$ cat src/rtl/mrisc_dbg_pkg.sv
// Shared types and constants for the mRisc run-control / trace monitor.
// Holds the FSM state enum, trace tags, default halt word and entry layout.
package mrisc_dbg_pkg;

    typedef enum logic [1:0] {
        ST_RUN   = 2'd0,
        ST_DRAIN = 2'd1,
        ST_DONE  = 2'd2
    } state_e;

    localparam logic TAG_INSTR = 1'b0;
    localparam logic TAG_MEMWR = 1'b1;

    localparam int TRACE_AW = 16;
    localparam int TRACE_DW = 16;

    localparam logic [TRACE_DW-1:0] DEF_HALT_INSTR = 16'h2fff;

    // One trace word at the default address/data widths.
    typedef struct packed {
        logic                tag;
        logic [TRACE_AW-1:0] addr;
        logic [TRACE_DW-1:0] data;
    } trace_entry_t;

endpackage

$ cat src/rtl/mrisc_trace_monitor_if.sv
// Core-side retire and memory-write bus observed by the trace monitor.
// master: the core drives it; slave: the monitor samples it.
interface mrisc_trace_monitor_if #(
    parameter int DATA_W = 16,
    parameter int ADDR_W = 16
);

    logic              ret_valid;
    logic [DATA_W-1:0] ret_instr;
    logic [ADDR_W-1:0] ret_pc;
    logic              mem_we;
    logic [ADDR_W-1:0] mem_addr;
    logic [DATA_W-1:0] mem_wdata;

    modport master (
        output ret_valid, ret_instr, ret_pc,
        output mem_we, mem_addr, mem_wdata
    );

    modport slave (
        input ret_valid, ret_instr, ret_pc,
        input mem_we, mem_addr, mem_wdata
    );

endinterface

$ cat src/rtl/mrisc_trace_ram.sv
// Trace storage: DEPTH words, write port A always, write port B only with
// TRACE_MEMWR_EN, one registered read port (zeroed when rd_en is low or clr).
module mrisc_trace_ram #(
    parameter  int DEPTH = 16,
    parameter  int WIDTH = 33,
    localparam int AW    = $clog2(DEPTH)
) (
    input  logic             CLK,
    input  logic             RST_N,
    input  logic             clr,
    input  logic             wa_en,
    input  logic [AW-1:0]    wa_addr,
    input  logic [WIDTH-1:0] wa_data,
`ifdef TRACE_MEMWR_EN
    input  logic             wb_en,
    input  logic [AW-1:0]    wb_addr,
    input  logic [WIDTH-1:0] wb_data,
`endif
    input  logic             rd_en,
    input  logic [AW-1:0]    rd_addr,
    output logic [WIDTH-1:0] rd_data
);

    logic [WIDTH-1:0] mem_q [DEPTH];
    logic [WIDTH-1:0] rd_data_q;
    logic [WIDTH-1:0] rd_data_d;

    // Contents need no reset; validity is tracked by the owner.
    always_ff @(posedge CLK) begin
        if (wa_en) mem_q[wa_addr] <= wa_data;
`ifdef TRACE_MEMWR_EN
        if (wb_en) mem_q[wb_addr] <= wb_data;
`endif
    end

    always_comb begin
        rd_data_d = '0;
        if (rd_en && !clr) rd_data_d = mem_q[rd_addr];
    end

    always_ff @(posedge CLK or negedge RST_N) begin
        if (!RST_N) rd_data_q <= '0;
        else        rd_data_q <= rd_data_d;
    end

    assign rd_data = rd_data_q;

endmodule

$ cat src/rtl/mrisc_trace_monitor.sv
// Run-control and circular trace for the mRisc core: cycle/instr counters,
// halt detect with programmable drain, readback of the most recent events.
// Ports: CLK, RST_N (async low), clr (sync restart), bus (retire/mem-write
// slave), rd_idx -> rd_tag/rd_addr/rd_data (1-cycle latency), cyc_cnt,
// ins_cnt, n_valid, wrapped, halted, done.
// Macro TRACE_MEMWR_EN: also trace memory writes (tag 1), second write port.
module mrisc_trace_monitor
    import mrisc_dbg_pkg::*;
#(
    parameter  int                DATA_W     = 16,
    parameter  int                ADDR_W     = 16,
    parameter  int                DEPTH      = 16,
    parameter  logic [DATA_W-1:0] HALT_INSTR = DATA_W'(DEF_HALT_INSTR),
    parameter  int                HALT_DELAY = 4,
    parameter  int                CNT_W      = 32,
    localparam int                IW         = $clog2(DEPTH),
    localparam int                NW         = IW + 1
) (
    input  logic               CLK,
    input  logic               RST_N,
    input  logic               clr,
    mrisc_trace_monitor_if.slave bus,
    input  logic [IW-1:0]      rd_idx,
    output logic               rd_tag,
    output logic [ADDR_W-1:0]  rd_addr,
    output logic [DATA_W-1:0]  rd_data,
    output logic [CNT_W-1:0]   cyc_cnt,
    output logic [CNT_W-1:0]   ins_cnt,
    output logic [NW-1:0]      n_valid,
    output logic               wrapped,
    output logic               halted,
    output logic               done
);

`ifdef TRACE_MEMWR_EN
    localparam int ENTRY_W = 1 + ADDR_W + DATA_W;
`else
    localparam int ENTRY_W = ADDR_W + DATA_W;
`endif

    localparam logic [NW:0]   DEPTH_X = (NW+1)'(DEPTH);
    localparam logic [NW-1:0] DEPTH_N = NW'(DEPTH);
    localparam logic [7:0]    HD8     = 8'(HALT_DELAY);

    state_e             state_q, state_d;
    logic [7:0]         drain_q, drain_d;
    logic [CNT_W-1:0]   cyc_q, cyc_d;
    logic [CNT_W-1:0]   ins_q, ins_d;
    logic [IW-1:0]      wr_ptr_q, wr_ptr_d;
    logic [NW-1:0]      nv_q, nv_d;
    logic               wrapped_q, wrapped_d;

    logic               active;
    logic               ins_ev;
    logic               mem_ev;
    logic               is_halt;
    logic [1:0]         n_wr;
    logic [NW:0]        nv_sum;

    logic               wa_en;
    logic [ENTRY_W-1:0] wa_data;
    logic               rd_en;
    logic [IW-1:0]      raddr;
    logic [ENTRY_W-1:0] rd_word;

    // DONE freezes every counter, pointer and trace write.
    assign active  = (state_q != ST_DONE);
    assign ins_ev  = bus.ret_valid && active;
    assign is_halt = ins_ev && (bus.ret_instr == HALT_INSTR);

`ifdef TRACE_MEMWR_EN
    assign mem_ev = bus.mem_we && active;
`else
    logic unused_mem;
    assign mem_ev     = 1'b0;
    assign unused_mem = ^{bus.mem_we, bus.mem_addr, bus.mem_wdata};
`endif

    assign n_wr   = {1'b0, ins_ev} + {1'b0, mem_ev};
    assign nv_sum = {1'b0, nv_q} + {{(NW-1){1'b0}}, n_wr};

    always_comb begin
        state_d   = state_q;
        drain_d   = drain_q;
        cyc_d     = cyc_q;
        ins_d     = ins_q;
        wr_ptr_d  = wr_ptr_q;
        nv_d      = nv_q;
        wrapped_d = wrapped_q;

        unique case (state_q)
            ST_RUN: begin
                if (is_halt) begin
                    drain_d = HD8;
                    state_d = (HALT_DELAY == 0) ? ST_DONE : ST_DRAIN;
                end
            end
            ST_DRAIN: begin
                // A repeated halt here is traced but never reloads drain.
                drain_d = drain_q - 8'd1;
                if (drain_q == 8'd1) state_d = ST_DONE;
            end
            ST_DONE: begin
                state_d = ST_DONE;
            end
            default: begin
                state_d = ST_RUN;
            end
        endcase

        if (active) begin
            cyc_d    = cyc_q + CNT_W'(1);
            ins_d    = ins_q + CNT_W'(ins_ev);
            wr_ptr_d = wr_ptr_q + IW'(n_wr);
            // Any write past a full buffer overwrites the oldest entry.
            if (nv_sum > DEPTH_X) begin
                nv_d      = DEPTH_N;
                wrapped_d = 1'b1;
            end else begin
                nv_d = nv_sum[NW-1:0];
            end
        end

        if (clr) begin
            state_d   = ST_RUN;
            drain_d   = '0;
            cyc_d     = '0;
            ins_d     = '0;
            wr_ptr_d  = '0;
            nv_d      = '0;
            wrapped_d = 1'b0;
        end
    end

    always_ff @(posedge CLK or negedge RST_N) begin
        if (!RST_N) begin
            state_q   <= ST_RUN;
            drain_q   <= '0;
            cyc_q     <= '0;
            ins_q     <= '0;
            wr_ptr_q  <= '0;
            nv_q      <= '0;
            wrapped_q <= 1'b0;
        end else begin
            state_q   <= state_d;
            drain_q   <= drain_d;
            cyc_q     <= cyc_d;
            ins_q     <= ins_d;
            wr_ptr_q  <= wr_ptr_d;
            nv_q      <= nv_d;
            wrapped_q <= wrapped_d;
        end
    end

    // Port A takes the instruction when present, else a lone memory write.
    assign wa_en = (ins_ev || mem_ev) && !clr;

`ifdef TRACE_MEMWR_EN
    logic               wb_en;
    logic [IW-1:0]      wb_addr;
    logic [ENTRY_W-1:0] wb_data;

    assign wa_data = ins_ev
                   ? {TAG_INSTR, bus.ret_pc, bus.ret_instr}
                   : {TAG_MEMWR, bus.mem_addr, bus.mem_wdata};
    assign wb_en   = ins_ev && mem_ev && !clr;
    assign wb_addr = wr_ptr_q + IW'(1);
    assign wb_data = {TAG_MEMWR, bus.mem_addr, bus.mem_wdata};
`else
    assign wa_data = {bus.ret_pc, bus.ret_instr};
`endif

    // Once wrapped, the oldest entry sits at the write pointer.
    assign raddr = (wrapped_q ? wr_ptr_q : '0) + rd_idx;
    assign rd_en = ({1'b0, rd_idx} < nv_q);

    mrisc_trace_ram #(
        .DEPTH (DEPTH),
        .WIDTH (ENTRY_W)
    ) u_ram (
        .CLK     (CLK),
        .RST_N   (RST_N),
        .clr     (clr),
        .wa_en   (wa_en),
        .wa_addr (wr_ptr_q),
        .wa_data (wa_data),
`ifdef TRACE_MEMWR_EN
        .wb_en   (wb_en),
        .wb_addr (wb_addr),
        .wb_data (wb_data),
`endif
        .rd_en   (rd_en),
        .rd_addr (raddr),
        .rd_data (rd_word)
    );

`ifdef TRACE_MEMWR_EN
    assign {rd_tag, rd_addr, rd_data} = rd_word;
`else
    assign rd_tag             = TAG_INSTR;
    assign {rd_addr, rd_data} = rd_word;
`endif

    assign cyc_cnt = cyc_q;
    assign ins_cnt = ins_q;
    assign n_valid = nv_q;
    assign wrapped = wrapped_q;
    assign halted  = (state_q != ST_RUN);
    assign done    = (state_q == ST_DONE);

endmodule
$ cat src/flat_wrapper.sv
// flat-port wrapper written by rule: the top's interface ports become plain ports
module mrisc_trace_monitor_flat import mrisc_dbg_pkg::*;
#(
    parameter  int                DATA_W     = 16,
    parameter  int                ADDR_W     = 16,
    parameter  int                DEPTH      = 16,
    parameter  logic [DATA_W-1:0] HALT_INSTR = DATA_W'(DEF_HALT_INSTR),
    parameter  int                HALT_DELAY = 4,
    parameter  int                CNT_W      = 32,
    localparam int                IW         = $clog2(DEPTH),
    localparam int                NW         = IW + 1
)
  (CLK, RST_N, clr, rd_idx, rd_tag, rd_addr, rd_data, cyc_cnt, ins_cnt, n_valid, wrapped, halted, done, bus_ret_valid, bus_ret_instr, bus_ret_pc, bus_mem_we, bus_mem_addr, bus_mem_wdata);
  mrisc_trace_monitor_if #(.DATA_W(DATA_W), .ADDR_W(ADDR_W)) bus_i ();
  input  logic CLK;
  input  logic RST_N;
  input  logic clr;
  input  logic [IW-1:0] rd_idx;
  output logic rd_tag;
  output logic [ADDR_W-1:0] rd_addr;
  output logic [DATA_W-1:0] rd_data;
  output logic [CNT_W-1:0] cyc_cnt;
  output logic [CNT_W-1:0] ins_cnt;
  output logic [NW-1:0] n_valid;
  output logic wrapped;
  output logic halted;
  output logic done;
  input wire logic [$bits(bus_i.ret_valid)-1:0] bus_ret_valid;
  input wire logic [$bits(bus_i.ret_instr)-1:0] bus_ret_instr;
  input wire logic [$bits(bus_i.ret_pc)-1:0] bus_ret_pc;
  input wire logic [$bits(bus_i.mem_we)-1:0] bus_mem_we;
  input wire logic [$bits(bus_i.mem_addr)-1:0] bus_mem_addr;
  input wire logic [$bits(bus_i.mem_wdata)-1:0] bus_mem_wdata;
  assign bus_i.ret_valid = bus_ret_valid;
  assign bus_i.ret_instr = bus_ret_instr;
  assign bus_i.ret_pc = bus_ret_pc;
  assign bus_i.mem_we = bus_mem_we;
  assign bus_i.mem_addr = bus_mem_addr;
  assign bus_i.mem_wdata = bus_mem_wdata;
  mrisc_trace_monitor #(.DATA_W(DATA_W), .ADDR_W(ADDR_W), .DEPTH(DEPTH), .HALT_INSTR(HALT_INSTR), .HALT_DELAY(HALT_DELAY), .CNT_W(CNT_W)) u_core (.CLK(CLK), .RST_N(RST_N), .clr(clr), .bus(bus_i), .rd_idx(rd_idx), .rd_tag(rd_tag), .rd_addr(rd_addr), .rd_data(rd_data), .cyc_cnt(cyc_cnt), .ins_cnt(ins_cnt), .n_valid(n_valid), .wrapped(wrapped), .halted(halted), .done(done));
endmodule
$ cat config.mk
export PLATFORM = sky130hd
export DESIGN_NAME = mrisc_trace_monitor_flat
export DESIGN_NICKNAME = d
export VERILOG_FILES = /design/src/rtl/mrisc_dbg_pkg.sv /design/src/rtl/mrisc_trace_monitor_if.sv /design/src/rtl/mrisc_trace_ram.sv /design/src/rtl/mrisc_trace_monitor.sv /design/src/flat_wrapper.sv
export SDC_FILE = /design/constraint.sdc
export NUM_CORES = 1
export LEC_CHECK = 0
export ABC_AREA = 1
export BUFFER_PORTS_ARGS = -buffer_cell sky130_fd_sc_hd__buf_4
export CAP_MARGIN = 20
export CORE_AREA = 2 2 229 231
export CTS_BUF_LIST = sky130_fd_sc_hd__clkbuf_8
export CTS_CLUSTER_SIZE = 20
export DETAILED_ROUTE_END_ITERATION = 16
export DIE_AREA = 0 0 231 233
export PLACE_DENSITY = 0.73
export REMOVE_ABC_BUFFERS = 1
export SLEW_MARGIN = 0
export SYNTH_ARGS = -nofsm -noshare
export SYNTH_HDL_FRONTEND = slang
export SYNTH_HIERARCHICAL = 1
export SYNTH_SLANG_ARGS = --single-unit
export TNS_END_PERCENT = 1
$ cat constraint.sdc
create_clock -name CLK -period 3.6 [get_ports CLK]
set_input_delay 0.36 -clock CLK [delete_from_list [all_inputs] [get_ports CLK]]
set_output_delay 0.36 -clock CLK [all_outputs]
set_load 0.03 [all_outputs]
Word-level counts from Yosys, hierarchy flattened
Memory sizes are Yosys's and may differ from the RTL's.
Index checks and enable logic that the tools add are counted.
{ "totals": {"register_bits": 116, "ram_bits": 512, "input_bits": 73, "output_inout_bits": 105, "wordCells": 60, "n_memories": 1} }
{ "mem_list": {"columns": ["memory", "depth", "width", "read_ports", "rd_clocked_by_memory_dff", "wr", "line_no", "source"], "rows": [
  ["u_core.u_ram.mem_q", 16, 32, 1, 0, 1, "mrisc_trace_ram.sv:24", "logic [WIDTH-1:0] mem_q [DEPTH];"]
]} }
{ "op_classes": {"add_sub_neg": 6, "order_cmp": 2, "eq_ne": 7, "mux": 23, "reduce_logical": 13} }
{ "ops": {"columns": ["op", "count"], "rows": [
  ["32-bit 2-to-1 mux", 5],
  ["32-bit by 1-bit adder with 32-bit output", 1],
  ["32-bit by 1-bit adder with 32-bit output (second input constant)", 1],
  ["16-bit by 14-bit equality test with 1-bit output (second input constant)", 1],
  ["8-bit 2-to-1 mux", 2],
  ["8-bit case mux with 2 select lines", 1],
  ["5-bit 2-to-1 mux", 3],
  ["4-bit 2-to-1 mux", 3],
  ["8-bit by 1-bit equality test with 1-bit output (second input constant)", 1],
  ["8-bit by 1-bit subtractor with 8-bit output (second input constant)", 1],
  ["5-bit by 1-bit adder with 6-bit output", 1],
  ["6-bit by 5-bit greater-than comparator with 1-bit output (second input constant)", 1],
  ["2-bit 2-to-1 mux", 3],
  ["3-bit by 2-bit != test with 1-bit output (second input constant)", 2],
  ["2-bit case mux with 3 select lines", 1],
  ["2-bit AND reduction", 3],
  ["2-bit nonzero test", 3],
  ["4-bit by 5-bit < comparator with 1-bit output", 1],
  ["1-bit 2-to-1 mux", 5],
  ["4-bit by 1-bit adder with 4-bit output", 1],
  ["4-bit adder", 1],
  ["1-bit logical AND", 4],
  ["3-bit nonzero test", 1],
  ["2-bit by 1-bit equality test with 1-bit output (second input constant)", 1],
  ["4 further kinds", 4]
]} }

Depth between registers and ports, before layout
Gate-level depths: netlist of run 1.
{ "depth": {"depth_word": 7, "mapped_depth": 14, "mapped_depth_nobuf": 14} }

Modules after synthesis
Netlist of run 1, hierarchy kept.
{ "by_module_without_submodules": {"columns": ["mod", "n_inst", "cells_per_inst", "area_each_um2", "seq_area_each_um2"], "rows": [
  ["mrisc_trace_ram", 1, 2061, 22601.7, 16175.5],
  ["mrisc_trace_monitor", 1, 801, 5385.2, 2102.0]
]} }

Least setup slack after synthesis of run 1
OpenSTA, ideal clock, no wires.
{ "synth_timing": {"path_kind": "register to register", "from": "register u_core.state_q[0]", "to": "memory u_core/u_ram/mem_q[12][0] (netlist bit), enable pin", "setup_time_ns": 0.421, "t_arrival_ns": 2.831, "t_required_ns": 3.179, "setup_slack_ns": 0.348, "path_stages_with_launch": 8, "path_buffers": 0, "synth_period_minus_slack_ns": 3.252, "path_cell_list": "dfrtp_1 > inv_1 > ha_1 > inv_2 > nand2_2 > nor2_1 > nand3_1 > nor2_1"} }
{ "synth_between": {"elab_chain_cells": 5} }
{ "synth_rtl": {"columns": ["element", "line_no", "source"], "rows": [
  ["from (decl)", "mrisc_trace_monitor.sv:45", "state_e state_q, state_d;"],
  ["from (signal assigned)", "mrisc_trace_monitor.sv:145", "state_q <= state_d;"],
  ["2-bit != test", "mrisc_trace_monitor.sv:67", "assign active = (state_q != ST_DONE);"],
  ["1-bit logical AND", "mrisc_trace_monitor.sv:68", "assign ins_ev = bus.ret_valid && active;"],
  ["1-bit logical AND", "mrisc_trace_monitor.sv:156", "assign wa_en = (ins_ev || mem_ev) && !clr;"],
  ["net u_core.wa_en", "mrisc_trace_monitor.sv:60", "logic wa_en;"],
  ["1-bit 2-to-1 mux", "mrisc_trace_ram.sv:30", "if (wa_en) mem_q[wa_addr] <= wa_data;"],
  ["1-bit 2-to-1 mux (not written as such)", "mrisc_trace_ram.sv:30", null],
  ["to (decl)", "mrisc_trace_ram.sv:24", null]
]} }
The timed path passes the listed nets, and every way through them passes these cells.

Final worst setup path of run 1
{ "layout_timing": {"from": "register u_core.state_q[0]", "to": "memory u_core/u_ram/mem_q[11][26] (netlist bit), enable pin"} }
The elaborated chain is that of the path after synthesis.

==> flow_summary.toml, run 1 <==
[cts]
worstSkewPairLatency_ns = 0.69
cts_setup_buffers = 0
cts_tree = "built"
cts-root-buf = "clkbuf_8"
cts_inserted_buffers = 98
clock-sinks = 628
clkTransAtPathRegs_ns = 0.06
htree_num_levels = 3
clock_tree.buffer_depth = 3

[setup_path]
cp_cell_sequence = "inv_1 -> ha_1 -> inv_2 -> nand2_2 -> nor2_1 -> nand3b_1 -> nor2_4 -> buf_12"
cp_top_family = "simple AND/OR/NAND/NOR gates"
cp_max_fo = 21
worstPathArrival_ns = 3.33
worst-path-buf-inv = 3
r2r_cells = 8
critPathMaxStageDelay_ns = 0.56
start_kind = "register"
crit_start = "u_core/state_q[0]"
worst-r2r-setup-slack_ns = 0.63
crit_cells = 8
endpoint_kind = "register"
timing.rr.start = "u_core/state_q[0]"
path_class = "reg2reg"
required_ns = 3.96
crit_slowest_cell = "nor2_4"
r2r-end = "u_core/u_ram/mem_q[11][26]"
endpoint = "u_core/u_ram/mem_q[11][26]"

[layout]
syn_to_final_growth_pct = 15.4
post-route-util = 0.632
fill_cells = 3955
fin_nets = 3162
layout_commonest_cell = "nand2_1"
drive_gt1_frac = 0.120
layout_common_cells = "nand2_1, edfxtp_1, inv_1, nand3_1, buf_4"

[route]
drt-total-wl_um = 69100
via_count = 20548
drtIter0Drc = 1911
firstDrtPassIters = 8
drt.antenna.violating_nets = 0
route.detailed.wl_per_inst_um = 18.0
vias_per_cell = 5.35
drc = 0

[yosys]
synth-seq-area-share = 0.653
avgSynthCellArea_sq_um = 9.78
ys.flop_type = "edfxtp_1"
ys_types = 39
yosys_warnings = 6
syn-cell-area_sq_um = 28000
syn_inst = 2862
synth-edff-count = 512
ys_async_sr_fraction = 0.185
synth.ff_latch_count = 628

[global_routing]
grt_use_total = 0.259
grt_pass1_wl_um = 107000
antenna_found_initial = 2
grt-ovfl-total = 0
grt_start_max_net_pins = 145
grt_pass1_vias = 20123

[power_and_ir_drop]
p_int_mw = 11.7
seq_power_share = 0.521
power_density_nw_per_um2 = 490
comb_power_share = 0.111
switching_share = 0.258
p_switching_mw = 4.08
peakVddDrop_uv = 294
pwr-share-clk = 0.368
leakage_nw = 14.1

[floorplanning]
die_h_um = 233
dieArea_sq_um = 53800
rows = 83
ios = 178
initial_utilization = 0.548
core_sq_um = 51100
fp.dieW_um = 231

[sta]
skew_ns = 0.0312
final.setup.tns_ns = 0
slew_viol_final = 0
worst_pin_slew_ns = 0.906
rsz0062_at_grt = "false"
fin_crit_ns = 2.97
slew_headroom = 0.396
fmax_mhz = 336
setup_viol = 0
final_hold_viol_count = 0
period_share = 0.826

[run_status]
status = "completed"

[place]
dp_hpwl_um = 40700
routabilityCongestion = 0.917
portBuffers = 143

[job]
cap_violations = 0

[worst_hold_path]
hold_class = "in2reg"
worst min-delay path by stage:
stage / depth (start not counted) / endpoint / slack [ns] / startpoint
finish: 2 / u_core/ins_cnt[21] / 0.14 / clr
global route: 2 / u_core/ins_cnt[29] / 0.12 / clr
CTS: 2 / u_core/ins_cnt[19] / 0.08 / clr
detailed placement: 2 / u_core/drain_q[1] / 0.50 / u_core/drain_q[1]
global placement: 2 / u_core/state_q[0] / 0.48 / u_core/state_q[0]
floorplan: 0 / u_core/cyc_cnt[0] / 0.06 / RST_N
timing repair:
item / 4_1_cts / 5_1_grt
hold buffers: 33 / 0
setup endpoints to repair: 0 / 0
endpoints found under the hold margin: 572 / 0
gates resized for setup: 0 / 0
Yosys cell counts (3+ instances only):
| cell | n | area share |
|---|---|---|
| buf_4 | 7 | 0.0019 |
| inv_2 | 5 | 0.00067 |
| nand4_1 | 18 | 0.0040 |
| buf_8 | 6 | 0.0032 |
| buf_2 | 57 | 0.010 |
| nand3b_1 | 7 | 0.0019 |
| buf_6 | 13 | 0.0052 |
| dfrtp_1 | 116 | 0.10 |
| nand3_1 | 378 | 0.068 |
| a31oi_1 | 4 | 0.00089 |
| a21oi_1 | 59 | 0.011 |
| nand2_1 | 1008 | 0.14 |
| inv_1 | 356 | 0.048 |
| xor2_1 | 8 | 0.0025 |
| nor3_1 | 9 | 0.0016 |
| nand2_2 | 9 | 0.0020 |
| nor2_1 | 179 | 0.024 |
| ha_1 | 17 | 0.0076 |
| nor2_2 | 6 | 0.0013 |
| buf_1 | 13 | 0.0017 |
| edfxtp_1 | 512 | 0.55 |
| a22o_1 | 3 | 0.00094 |
| o21ai_0 | 30 | 0.0054 |
| clkbuf_1 | 22 | 0.0030 |
area by class of cell:
class	instances	area [sq um]	area share
repair buffers	228	2040	0.0630
flip-flops and latches	628	18300	0.566
inverters	362	1370	0.0423
diodes	2	5.00	0.000155
clock buffers	114	1570	0.0486
clock inverters	72	392	0.0121
well taps	680	851	0.0263
multi-input cells	1753	7800	0.242
cells by family (layout without fill, tap and decap cells):
kind of cell | Yosys count | after routing | share of synthesized area
and+or+nand+nor | 1623 | 1623 | 0.242
DFF | 628 | 628 | 0.653
buffers and inverters | 481 | 776 | 0.0747
AOI/OAI and AO/OA | 102 | 102 | 0.0194
adders and majority gates | 18 | 18 | 0.00832
xor gates and xnor gates | 9 | 9 | 0.00282
other | 1 | 3 | 0.000134
metrics by stage:
step	worst slack, ns	cells	power [mW]	hold WS (ns)	area [sq um]
global route	0.475	3839	16.5	0.120	32300
floorplan	-3.79	2743	9.38	0.0644	27300
finish	0.628	3839	15.8	0.135	32300
detailed placement	0.670	3618	10.1	0.498	30000
CTS	0.642	3837	15.9	0.0842	32300
global placement	0.740	3618	10.0	0.485	30000
power by group through the flow:
| stage | Combinational [mW] | Sequential (mW) | Clock, mW |
|---|---|---|---|
| 6_report | 1.76 | 8.24 | 5.83 |
| 5_1_grt | 1.94 | 8.25 | 6.27 |
| 4_1_cts | 1.75 | 8.23 | 5.94 |
| 3_5_place_dp | 1.71 | 8.38 | 0 |
| 3_3_place_gp | 1.65 | 8.37 | 0 |
| 2_1_floorplan | 0.950 | 8.43 | 0 |
flip-flops by register name, indices dropped and copies added, names as in the netlist:
signal	cells
u_core/wr_ptr_q	4
u_core/u_ram/rd_data	32
u_core/cyc_cnt	32
u_core/u_ram/mem_q	512
u_core/state_q	2
u_core/drain_q	8
u_core/n_valid	5
u_core/wrapped	1
u_core/ins_cnt	32
worst register-to-register path, cell delays in order (launching register included):
cell	delay [ns]
dfrtp_1	0.37
inv_1	0.08
ha_1	0.30
inv_2	0.27
nand2_2	0.17
nor2_1	0.26
nand3b_1	0.36
nor2_4	0.56
buf_12	0.28
routing by layer:
layer  share of wire  GRT usage
met5               0          0
met4           0.031      0.115
met3           0.081     0.0414
met2            0.48      0.422
met1            0.41      0.345
Note: power is estimated with default switching activity, not from simulation.
==> run 2: changes to the inputs <==
--- a/config.mk
+++ b/config.mk
@@ -13,7 +13,7 @@
 export CTS_CLUSTER_SIZE = 20
 export DETAILED_ROUTE_END_ITERATION = 16
 export DIE_AREA = 0 0 231 233
-export PLACE_DENSITY = 0.73
+export PLACE_DENSITY = 0.76
 export REMOVE_ABC_BUFFERS = 1
 export SLEW_MARGIN = 0
 export SYNTH_ARGS = -nofsm -noshare
==> constraint.sdc (replaced) <==
create_clock -name CLK -period 2.5 [get_ports CLK]
set_input_delay 0.25 -clock CLK [delete_from_list [all_inputs] [get_ports CLK]]
set_output_delay 0.25 -clock CLK [all_outputs]
set_load 0.03 [all_outputs]
==> flow_summary.toml, run 2 (synthesis results as in run 1) <==
[sta]
final.setup.tns_ns = -0.0840
rsz0062_at_grt = "true"
setup_viol = 5
fin_crit_ns = 2.56
worst_pin_slew_ns = 0.746
setup_slack_ns = -0.0636
period_share = 1.03
fmax_mhz = 390
slew_headroom = 0.501
slew_viol_final = 0
skew_ns = 0.0296
final_hold_viol_count = 0
fin_hold_ws_ns = 0.0544

[setup_path]
required_ns = 3.08
start_kind = "register"
crit_top_cell = "nand3_2"
r2r_cells = 11
timing.rr.start = "u_core/wrapped"
endpoint_kind = "register"
crit_start = "u_core/wrapped"
path_class = "reg2reg"
cp_max_fo = 11
worstPathArrival_ns = 3.15
cp_cell_sequence = "nand2_2 -> inv_2 -> ha_4 -> fa_4 -> buf_12 -> buf_8 -> clkbuf_16 -> nand3_1 -> nand3_2 -> nand3_2 -> a21oi_2"
critPathMaxStageDelay_ns = 0.85
crit_slowest_cell = "fa_4"

[floorplanning]
rows = 83
fp.dieW_um = 231
die_h_um = 233
core_sq_um = 51100
initial_utilization = 0.548
ios = 178
dieArea_sq_um = 53800

[route]
vias_per_cell = 5.52
via_count = 21458
route.detailed.wl_per_inst_um = 19.0
drtIter0Drc = 2517
drt.antenna.violating_nets = 0
drt-total-wl_um = 73800
firstDrtPassIters = 6
drc = 0

[layout]
layout_commonest_cell = "nand2_1"
fin_nets = 3213
fill_cells = 3801
top_register = "u_core/u_ram/mem_q"
drive_gt1_frac = 0.151
syn_to_final_growth_pct = 19.5
post-route-util = 0.654
largest_reg_flops = 512
layout_common_cells = "nand2_1, edfxtp_1, inv_1, nand3_1, buf_4"
multiInputGateArea_sq_um = 8040
ff_latch_area_sq_um = 18300

[cts]
cts_tree = "built"
clock-sinks = 628
clkTransAtPathRegs_ns = 0.07
htree_num_levels = 3
cts-root-buf = "clkbuf_8"
worstSkewPairLatency_ns = 0.69
cts_inserted_buffers = 98
clock_tree.buffer_depth = 3

[place]
portBuffers = 143
routabilityCongestion = 0.913
place_ws_ns = 0.0390
dp_hpwl_um = 42800

[power_and_ir_drop]
p_int_mw = 17.3
comb_power_share = 0.119
total_power_mw = 23.4
pwr-share-clk = 0.375
peakVddDrop_uv = 398
seq_power_share = 0.506
leakage_nw = 14.5
power_density_nw_per_um2 = 700
p_switching_mw = 6.11
switching_share = 0.261

[global_routing]
grt_pass1_wl_um = 109000
antenna_found_initial = 2
grt_use_total = 0.265
grt-ovfl-total = 0
grt_pass1_vias = 20392
grt_start_max_net_pins = 120

[job]
cap_violations = 0

[worst_hold_path]
hp-start = "bus_ret_valid"
whs_path_depth = 5
hold_class = "in2reg"

[run_status]
status = "complete, but fails checks"
violations = "negative setup slack"
[run 2: cell types whose count changed in the layout (fill, tap and decap cells not counted), moves of 4 or more]
cell	before	now
buf_12	19	41
nand3_2	0	27
clkbuf_16	0	8
bufinv_16	3	7
a21oi_2	0	20
clkbuf_8	114	107
inv_1	395	391
a21oi_1	59	39
buf_4	175	189
nand3_1	378	351
[run 2: final timing paths]
| check | slack [ns] | end |
|---|---|---|
| min | 0.05 | u_core/ins_cnt[0] |
| max in group asynchronous | 1.56 | u_core/u_ram/rd_data[12] |
| min in group asynchronous | 0.10 | u_core/u_ram/rd_data[6] |
| max | -0.06 | u_core/u_ram/rd_data[25] |
| max reg2reg | -0.06 | u_core/u_ram/rd_data[25] |
| min reg2reg | 0.52 | u_core/drain_q[1] |
[run 2: power by group through the flow]
stage / registers (mW) / logic (mW) / clock network [mW]
after floorplan: 12.1 / 1.37 / 0
after global placement: 12.0 / 2.47 / 0
after detailed placement: 12.0 / 2.57 / 0
after CTS: 11.8 / 2.63 / 8.86
after global routing: 11.9 / 3.02 / 9.32
final: 11.8 / 2.79 / 8.76
[run 2: timing repair]
item	4_1_cts	5_1_grt
buffers inserted	0	7
setup endpoints to repair	0	86
hold endpoints to repair	566	0
gates resized for setup	0	71
hold buffers	34	0
[run 2: metrics by stage]
| step | instance area [sq um] | std cells |
|---|---|---|
| global placement | 30500 | 3652 |
| CTS | 32900 | 3871 |
| global route | 33400 | 3888 |
| detailed placement | 30500 | 3652 |
| finish | 33400 | 3888 |
| floorplan | 27300 | 2743 |
[run 2: critical path, delay by kind of cell, from the launching register on]
kind,cells,cell delay [ns]
AO/OA/AOI/OAI,1,0.18
AND/OR/NAND/NOR,4,0.37
buffers and inverters,4,0.49
adder cells (fa/ha/maj),2,1.00
flip-flops,1,0.40
[run 2: area by class of cell]
cell class / instances / area share
diodes: 1 / 0.0000748
well taps: 680 / 0.0254
flip-flops and latches: 628 / 0.547
repair buffers: 279 / 0.0862
clock inverters: 78 / 0.0161
inverters: 362 / 0.0412
clock buffers: 107 / 0.0440
multi-input cells: 1753 / 0.240
[run 2: routing by layer]
layer	GRT usage	vias to the layer above	part of all wire
li1	-	9833	-
met1	0.352	10207	0.39
met5	0	-	0.00018
met2	0.422	1212	0.48
met4	0.134	2	0.040
met3	0.0447	204	0.096
